**src/rtl/gcd_ctl_pkg.sv**
```systemverilog
// Shared definitions for the GCD sequencing controller: state encoding and default sizes.
package gcd_ctl_pkg;

  localparam int unsigned GCD_W        = 4;
  localparam int unsigned GCD_MAX_ITER = 15;
  localparam int unsigned GCD_CNT_W    = 4;

  typedef enum logic [1:0] {
    IDLE = 2'd0,
    RUN  = 2'd1,
    DONE = 2'd2
  } state_t;

endpackage

```
**src/rtl/gcd_ctl_if.sv**
```systemverilog
// Requester/consumer handshake bundle for the GCD controller: operand valid/ready and result valid/ready.
interface gcd_ctl_if #(
  parameter int unsigned W     = 4,
  parameter int unsigned CNT_W = 4
);
  logic             in_valid;
  logic             in_ready;
  logic [W-1:0]     a_in;
  logic [W-1:0]     b_in;
  logic             out_valid;
  logic             out_ready;
  logic [W-1:0]     result;
  logic             err;
  logic [CNT_W-1:0] iters;

  modport master (
    output in_valid, a_in, b_in, out_ready,
    input  in_ready, out_valid, result, err, iters
  );

  modport slave (
    input  in_valid, a_in, b_in, out_ready,
    output in_ready, out_valid, result, err, iters
  );
endinterface

```
**src/rtl/gcd_ctl.sv**
```systemverilog
// Sequencing controller for the subtractive GCD datapath: operand handshake, zero bypass,
// iteration watchdog and a registered result held until the consumer accepts it.
module gcd_ctl
  import gcd_ctl_pkg::*;
#(
  parameter int unsigned W        = GCD_W,
  parameter int unsigned MAX_ITER = GCD_MAX_ITER,
  parameter int unsigned CNT_W    = GCD_CNT_W
) (
  input  logic         clk,
  input  logic         rst,
  gcd_ctl_if.slave     bus,
  output logic         dp_c1,
  output logic         dp_c2,
  output logic         dp_c3,
  input  logic         dp_f,
  input  logic         dp_g,
  input  logic [W-1:0] dp_q
);

  localparam logic [CNT_W-1:0] CNT_MAX = CNT_W'(MAX_ITER);

  state_t           state, state_nxt;
  logic [CNT_W-1:0] count;
  logic [W-1:0]     result_q;
  logic             err_q;
  logic [CNT_W-1:0] iters_q;

  logic             accept;
  logic             zero_op;
  logic             cnt_clr;
  logic             cnt_inc;
  logic             res_ld;
  logic [W-1:0]     res_nxt;
  logic             err_nxt;
  logic [CNT_W-1:0] iters_nxt;

  assign accept        = bus.in_valid && (state == IDLE);
  assign zero_op       = (bus.a_in == '0) || (bus.b_in == '0);
  assign bus.in_ready  = (state == IDLE);
  assign bus.out_valid = (state == DONE);
  assign bus.result    = result_q;
  assign bus.err       = err_q;
  assign bus.iters     = iters_q;

  always_ff @(posedge clk or posedge rst) begin
    if (rst) begin
      state <= IDLE;
    end else begin
      state <= state_nxt;
    end
  end

  always_comb begin
    state_nxt = state;
    dp_c1     = 1'b0;
    dp_c2     = 1'b0;
    dp_c3     = 1'b0;
    cnt_clr   = 1'b0;
    cnt_inc   = 1'b0;
    res_ld    = 1'b0;
    res_nxt   = result_q;
    err_nxt   = 1'b0;
    iters_nxt = count;

    case (state)
      IDLE: begin
        if (accept) begin
          if (zero_op) begin
            // gcd(x,0) = x; the datapath is never loaded
            res_ld    = 1'b1;
            res_nxt   = bus.a_in | bus.b_in;
            iters_nxt = '0;
            state_nxt = DONE;
          end else begin
            dp_c1     = 1'b1;
            cnt_clr   = 1'b1;
            state_nxt = RUN;
          end
        end
      end
      RUN: begin
        if (dp_g) begin
          res_ld    = 1'b1;
          res_nxt   = dp_q;
          state_nxt = DONE;
        end else if (count == CNT_MAX) begin
          res_ld    = 1'b1;
          res_nxt   = '0;
          err_nxt   = 1'b1;
          state_nxt = DONE;
        end else if (dp_f) begin
          dp_c2   = 1'b1;
          cnt_inc = 1'b1;
        end else begin
          dp_c3   = 1'b1;
          cnt_inc = 1'b1;
        end
      end
      DONE: begin
        if (bus.out_ready) begin
          state_nxt = IDLE;
        end
      end
      default: state_nxt = IDLE;
    endcase

    // keep the datapath quiet while it is being reset alongside us
    if (rst) begin
      dp_c1 = 1'b0;
      dp_c2 = 1'b0;
      dp_c3 = 1'b0;
    end
  end

  always_ff @(posedge clk or posedge rst) begin
    if (rst) begin
      count    <= '0;
      result_q <= '0;
      err_q    <= 1'b0;
      iters_q  <= '0;
    end else begin
      if (cnt_clr) begin
        count <= '0;
      end else if (cnt_inc) begin
        count <= count + CNT_W'(1);
      end
      if (res_ld) begin
        result_q <= res_nxt;
        err_q    <= err_nxt;
        iters_q  <= iters_nxt;
      end
    end
  end

endmodule

```
**src/flat_wrapper.sv**
```systemverilog
// flat-port wrapper written by rule: the top's interface ports become plain ports
module gcd_ctl_flat import gcd_ctl_pkg::*;
#(
  parameter int unsigned W        = GCD_W,
  parameter int unsigned MAX_ITER = GCD_MAX_ITER,
  parameter int unsigned CNT_W    = GCD_CNT_W
)
  (clk, rst, dp_c1, dp_c2, dp_c3, dp_f, dp_g, dp_q, bus_in_valid, bus_a_in, bus_b_in, bus_out_ready, bus_in_ready, bus_out_valid, bus_result, bus_err, bus_iters);
  gcd_ctl_if #(.W(W), .CNT_W(CNT_W)) bus_i ();
  input  logic clk;
  input  logic rst;
  output logic dp_c1;
  output logic dp_c2;
  output logic dp_c3;
  input  logic dp_f;
  input  logic dp_g;
  input  logic [W-1:0] dp_q;
  input wire logic [$bits(bus_i.in_valid)-1:0] bus_in_valid;
  input wire logic [$bits(bus_i.a_in)-1:0] bus_a_in;
  input wire logic [$bits(bus_i.b_in)-1:0] bus_b_in;
  input wire logic [$bits(bus_i.out_ready)-1:0] bus_out_ready;
  output wire logic [$bits(bus_i.in_ready)-1:0] bus_in_ready;
  output wire logic [$bits(bus_i.out_valid)-1:0] bus_out_valid;
  output wire logic [$bits(bus_i.result)-1:0] bus_result;
  output wire logic [$bits(bus_i.err)-1:0] bus_err;
  output wire logic [$bits(bus_i.iters)-1:0] bus_iters;
  assign bus_i.in_valid = bus_in_valid;
  assign bus_i.a_in = bus_a_in;
  assign bus_i.b_in = bus_b_in;
  assign bus_i.out_ready = bus_out_ready;
  assign bus_in_ready = bus_i.in_ready;
  assign bus_out_valid = bus_i.out_valid;
  assign bus_result = bus_i.result;
  assign bus_err = bus_i.err;
  assign bus_iters = bus_i.iters;
  gcd_ctl #(.W(W), .MAX_ITER(MAX_ITER), .CNT_W(CNT_W)) u_core (.clk(clk), .rst(rst), .bus(bus_i), .dp_c1(dp_c1), .dp_c2(dp_c2), .dp_c3(dp_c3), .dp_f(dp_f), .dp_g(dp_g), .dp_q(dp_q));
endmodule
```
**config.mk**
```make
export PLATFORM = sky130hd
export DESIGN_NAME = gcd_ctl_flat
export DESIGN_NICKNAME = d
export VERILOG_FILES = /design/src/rtl/gcd_ctl_pkg.sv /design/src/rtl/gcd_ctl_if.sv /design/src/rtl/gcd_ctl.sv /design/src/flat_wrapper.sv
export SDC_FILE = /design/constraint.sdc
export NUM_CORES = 1
export LEC_CHECK = 0
export CAP_MARGIN = 10
export CORE_UTILIZATION = 42
export CTS_BUF_LIST = sky130_fd_sc_hd__clkbuf_16
export DETAILED_ROUTE_END_ITERATION = 8
export HOLD_SLACK_MARGIN = 0.12
export MAX_ROUTING_LAYER = met4
export PLACE_DENSITY = 0.77
export SKIP_CTS_REPAIR_TIMING = 1
export SLEW_MARGIN = 20
export SYNTH_ARGS = -nofsm -noshare
export SYNTH_HDL_FRONTEND = slang
export SYNTH_SLANG_ARGS = --single-unit
export TNS_END_PERCENT = 1
```
**constraint.sdc**
```tcl
create_clock -name clk -period 2.1 [get_ports clk]
set_input_delay 0.525 -clock clk [delete_from_list [all_inputs] [get_ports clk]]
set_output_delay 0.525 -clock clk [all_outputs]
set_load 0.1 [all_outputs]
```
==> reports/results.tsv <==
stage	metric	value	unit
global_route	grt ovf	0	
setup_path	worst endpoint required time	1.57	ns
place	Buffers on Ports	31	
sta	final setup violating endpoints	1	
detailed_routing	first-pass detailed-route iteration total	4	
clock_network	Max Buffers Root-to-Sink	2	
outcome	failing checks	setup timing	
setup_path	Startpoint Class	register	
sta	actual slew at the worst max-slew pin	0.301	ns
final_layout	fill cell count	113	
global_route	vias in the first global route	760	
floorplan	die width	46.3	um
place	hpwl dp	1620	um
synth	largest area contributor in the netlist	dfrtp_1	
job	Max-cap violations	0	
pwr	P_leak	0.745	nW
outcome	status	finished with violations	
detailed_routing	vias	785	
global_route	largest net degree at the start of global routing	16	
setup_path	R2R Path End	u_core.bus.result[3]$_DFFE_PP0P_	
floorplan	starting density of the core	46.3	%
synth	dominant synthesized flop cell	dfrtp_1	
floorplan	Rows	15	
min_path	Hold/Removal Path Class	reg2reg	
floorplan	Die H	46.3	um
setup_path	crit path to	dp_c1	
pwr	Worst VDD drop	1900	uV
synth	top cells by area in the synthesized netlist	dfrtp_1 45%, mux2_4 7.3%, nor2_1 5.0%	
final_layout	Layout area overhead	81.8	%
final_layout	share of layout cells above drive strength 1	41.2	%
setup_path	crit path kind	reg2out	
synth	count leader, synth	dfrtp_1	
sta	unrepaired setup endpoints after global routing	true	
place	GP Congestion	0.795	
synth	ys async rst share	100	%
global_route	first-pass GRT wire length	3520	um
sta	crit path time final	2.22	ns
setup_path	Critical Path Start	u_core.state[1]$_DFFE_PP0P_	
clock_network	TritonCTS clock tree	done	
synth	Netlist cell types	29	
synth	register area share after synthesis	45.5	%
setup_path	Worst EP arrival	1.70	ns
final_layout	nets	151	
setup_path	R2R Path Start	u_core.state[1]$_DFFE_PP0P_	
floorplan	die area	2150	um^2
detailed_routing	DRT iter0 DRCs	8	
sta	Slew Limit Headroom	80.0	%
clock_network	Worst-Skew Late Latency	0.24	ns
sta	Worst Slack Setup Final	-0.123	ns
place	Setup WS pre-CTS	-0.469	ns
synth	post-synthesis net count	98	
clock_network	H-tree levels	1	
synth	syn avg cell area	10.5	um^2
sta	Final Max Slew Viols	0	
detailed_routing	Wirelength per Cell	15.1	um
synth	FF+latch count, synth	15	
detailed_routing	DRC violations left	0	
synth	share of the synthesized area in the top cell type	45.5	%
detailed_routing	Post-DRT Antenna Nets	0	
floorplan	CORE AREA	1780	um^2
global_route	All-Layer GR Usage	25.0	%
synth	Syn Inst Count	79	
sta	Final Hold Fails	0	
pwr	Pwr Density	1460	nW/um^2
setup_path	r2r worst-path depth	5	
global_route	initial antenna violation count	0	
clock_network	cts bufs inserted	3	
sta	Clock Skew	0.000568	ns
clock_network	register clock-pin slew on the reported worst setup and hold paths	0.05	ns
place	Post-Place Cells	152	
setup_path	CP Capture Type	primary output	
detailed_routing	final WL	2360	um
clock_network	Sink Count	15	
detailed_routing	routed vias/inst	5.03	
synth	Synth Warn #	0	
final_layout	ANT cells	0	
pwr	total power	0.00220	W
synth	synthesized cell area	826	um^2
clock_network	Clock Tree Root	clkbuf_16	
sta	Tcrit/Tclk final	106	%
final_layout	final non-filler cell total	156	
setup_path	Reg2Reg Setup Slack	0.24	ns
setup_path	crit path max fanout	2	
sta	Max Clock Freq	450	MHz
floorplan	I/O Pins	32	
synth	EDFF count, synth	0	
synth	list of most frequent post-synthesis cells	15 x dfrtp_1, 11 x nor2_1, 6 x a21oi_1, 6 x nor3_1, 5 x nand3_1	
==> flip-flops by register name, indices dropped and copies added, names as in the netlist <==
name,cells
u_core.count,4
u_core.state,2
u_core.bus.err,1
u_core.bus.iters,4
u_core.bus.result,4
==> worst max-delay path, cell delays in order, from the launching register on <==
cell and delay (ns):
dfrtp_1 0.38, or3b_4 0.40, or3_4 0.39, nor2_4 0.11
buf_12 0.18
==> kinds of logic after synthesis <==
| kind of cell | after synthesis | share of synthesized area [%] |
|---|---|---|
| AND/OR/NAND/NOR | 36 | 24.2 |
| XOR/XNOR | 1 | 1.06 |
| flip-flops | 15 | 45.5 |
| buffers and inverters | 4 | 2.73 |
| adder cells (fa/ha/maj) | 1 | 1.51 |
| multiplexers | 8 | 12.1 |
| AO/OA/AOI/OAI | 14 | 12.9 |
==> area by class of cell <==
cell class	instances	area, um^2	share of cell area, %
repair buffers	50	505	33.7
well taps	25	31.3	2.08
flip-flops and latches	15	378	25.2
clock buffers	3	75.1	5.00
clock inverters	1	3.75	0.250
inverters	2	7.51	0.500
multi-input cells	60	500	33.3
==> layout by cell type, fill, tap and decap left out <==
cell type,Yosys,layout
buf_12,0,5
buf_4,0,28
o21ai_0,2,2
nand2_4,0,1
o211ai_1,1,1
ha_4,0,1
or2b_1,1,1
clkbuf_16,0,3
and2b_1,1,1
nor2_1,11,10
a31oi_4,1,1
o32ai_1,1,1
nor2b_1,1,1
nor4_4,0,2
o21ai_1,1,1
inv_1,2,3
nor3b_4,0,1
nor3_4,0,1
o21ba_4,1,1
a21oi_1,6,6
clkdlybuf4s50_1,0,7
or3b_4,1,1
o31ai_1,1,1
dfrtp_2,0,2
nand2_1,4,3
nor2_4,1,2
nand3_1,5,5
dfrtp_1,15,13
or2_1,1,1
nor3_1,6,5
dlymetal6s2s_1,0,10
mux2_4,4,4
or3_4,0,1
xor2_1,1,1
mux2i_1,4,4
==> through the flow <==
| stage | instance area (um^2) | hold slack (ns) | setup TNS [ns] | utilization (%) |
|---|---|---|---|---|
| 6_report | 1500 | 0.517 | -0.123 | 84.2 |
| 5_1_grt | 1500 | 0.524 | -0.185 | 84.2 |
| 4_1_cts | 1450 | 0.518 | -1.19 | 81.1 |
| 3_5_place_dp | 1370 | 0.502 | -2.42 | 76.7 |
| 3_3_place_gp | 1370 | 0.502 | -2.17 | 76.7 |
| 2_1_floorplan | 872 | 0.426 | -0.825 | - |
==> routing by layer <==
metal | wire (um) | vias to the layer above | track usage [%]
li1 | - | 384 | -
met5 | 0 | - | -
met3 | 123 | 4 | 7.45
met2 | 1170 | 27 | 39.4
met1 | 1020 | 370 | 29.9
met4 | 40 | 0 | 8.82
==> power by group <==
part / switching, W / total [W] / internal [W]
clock network: 0.000112 / 0.000364 / 0.000252
logic: 0.000915 / 0.00137 / 0.000459
registers: 0.0000742 / 0.000459 / 0.000385
total: 0.00110 / 0.00220 / 0.00110
==> worst min-delay path by stage <==
stage | startpoint | to | slack [ns] | cells after the start
2_1_floorplan | rst | u_core.bus.err$_DFFE_PP0P_ | 0.43 | 1
3_3_place_gp | u_core.bus.result[1]$_DFFE_PP0P_ | u_core.bus.result[1]$_DFFE_PP0P_ | 0.50 | 1
3_5_place_dp | u_core.bus.result[2]$_DFFE_PP0P_ | u_core.bus.result[2]$_DFFE_PP0P_ | 0.50 | 1
4_1_cts | u_core.bus.result[2]$_DFFE_PP0P_ | u_core.bus.result[2]$_DFFE_PP0P_ | 0.52 | 1
5_1_grt | u_core.bus.result[1]$_DFFE_PP0P_ | u_core.bus.result[1]$_DFFE_PP0P_ | 0.52 | 1
6_report | u_core.bus.result[2]$_DFFE_PP0P_ | u_core.bus.result[2]$_DFFE_PP0P_ | 0.52 | 1
Note: power is estimated with default switching activity, not from simulation.
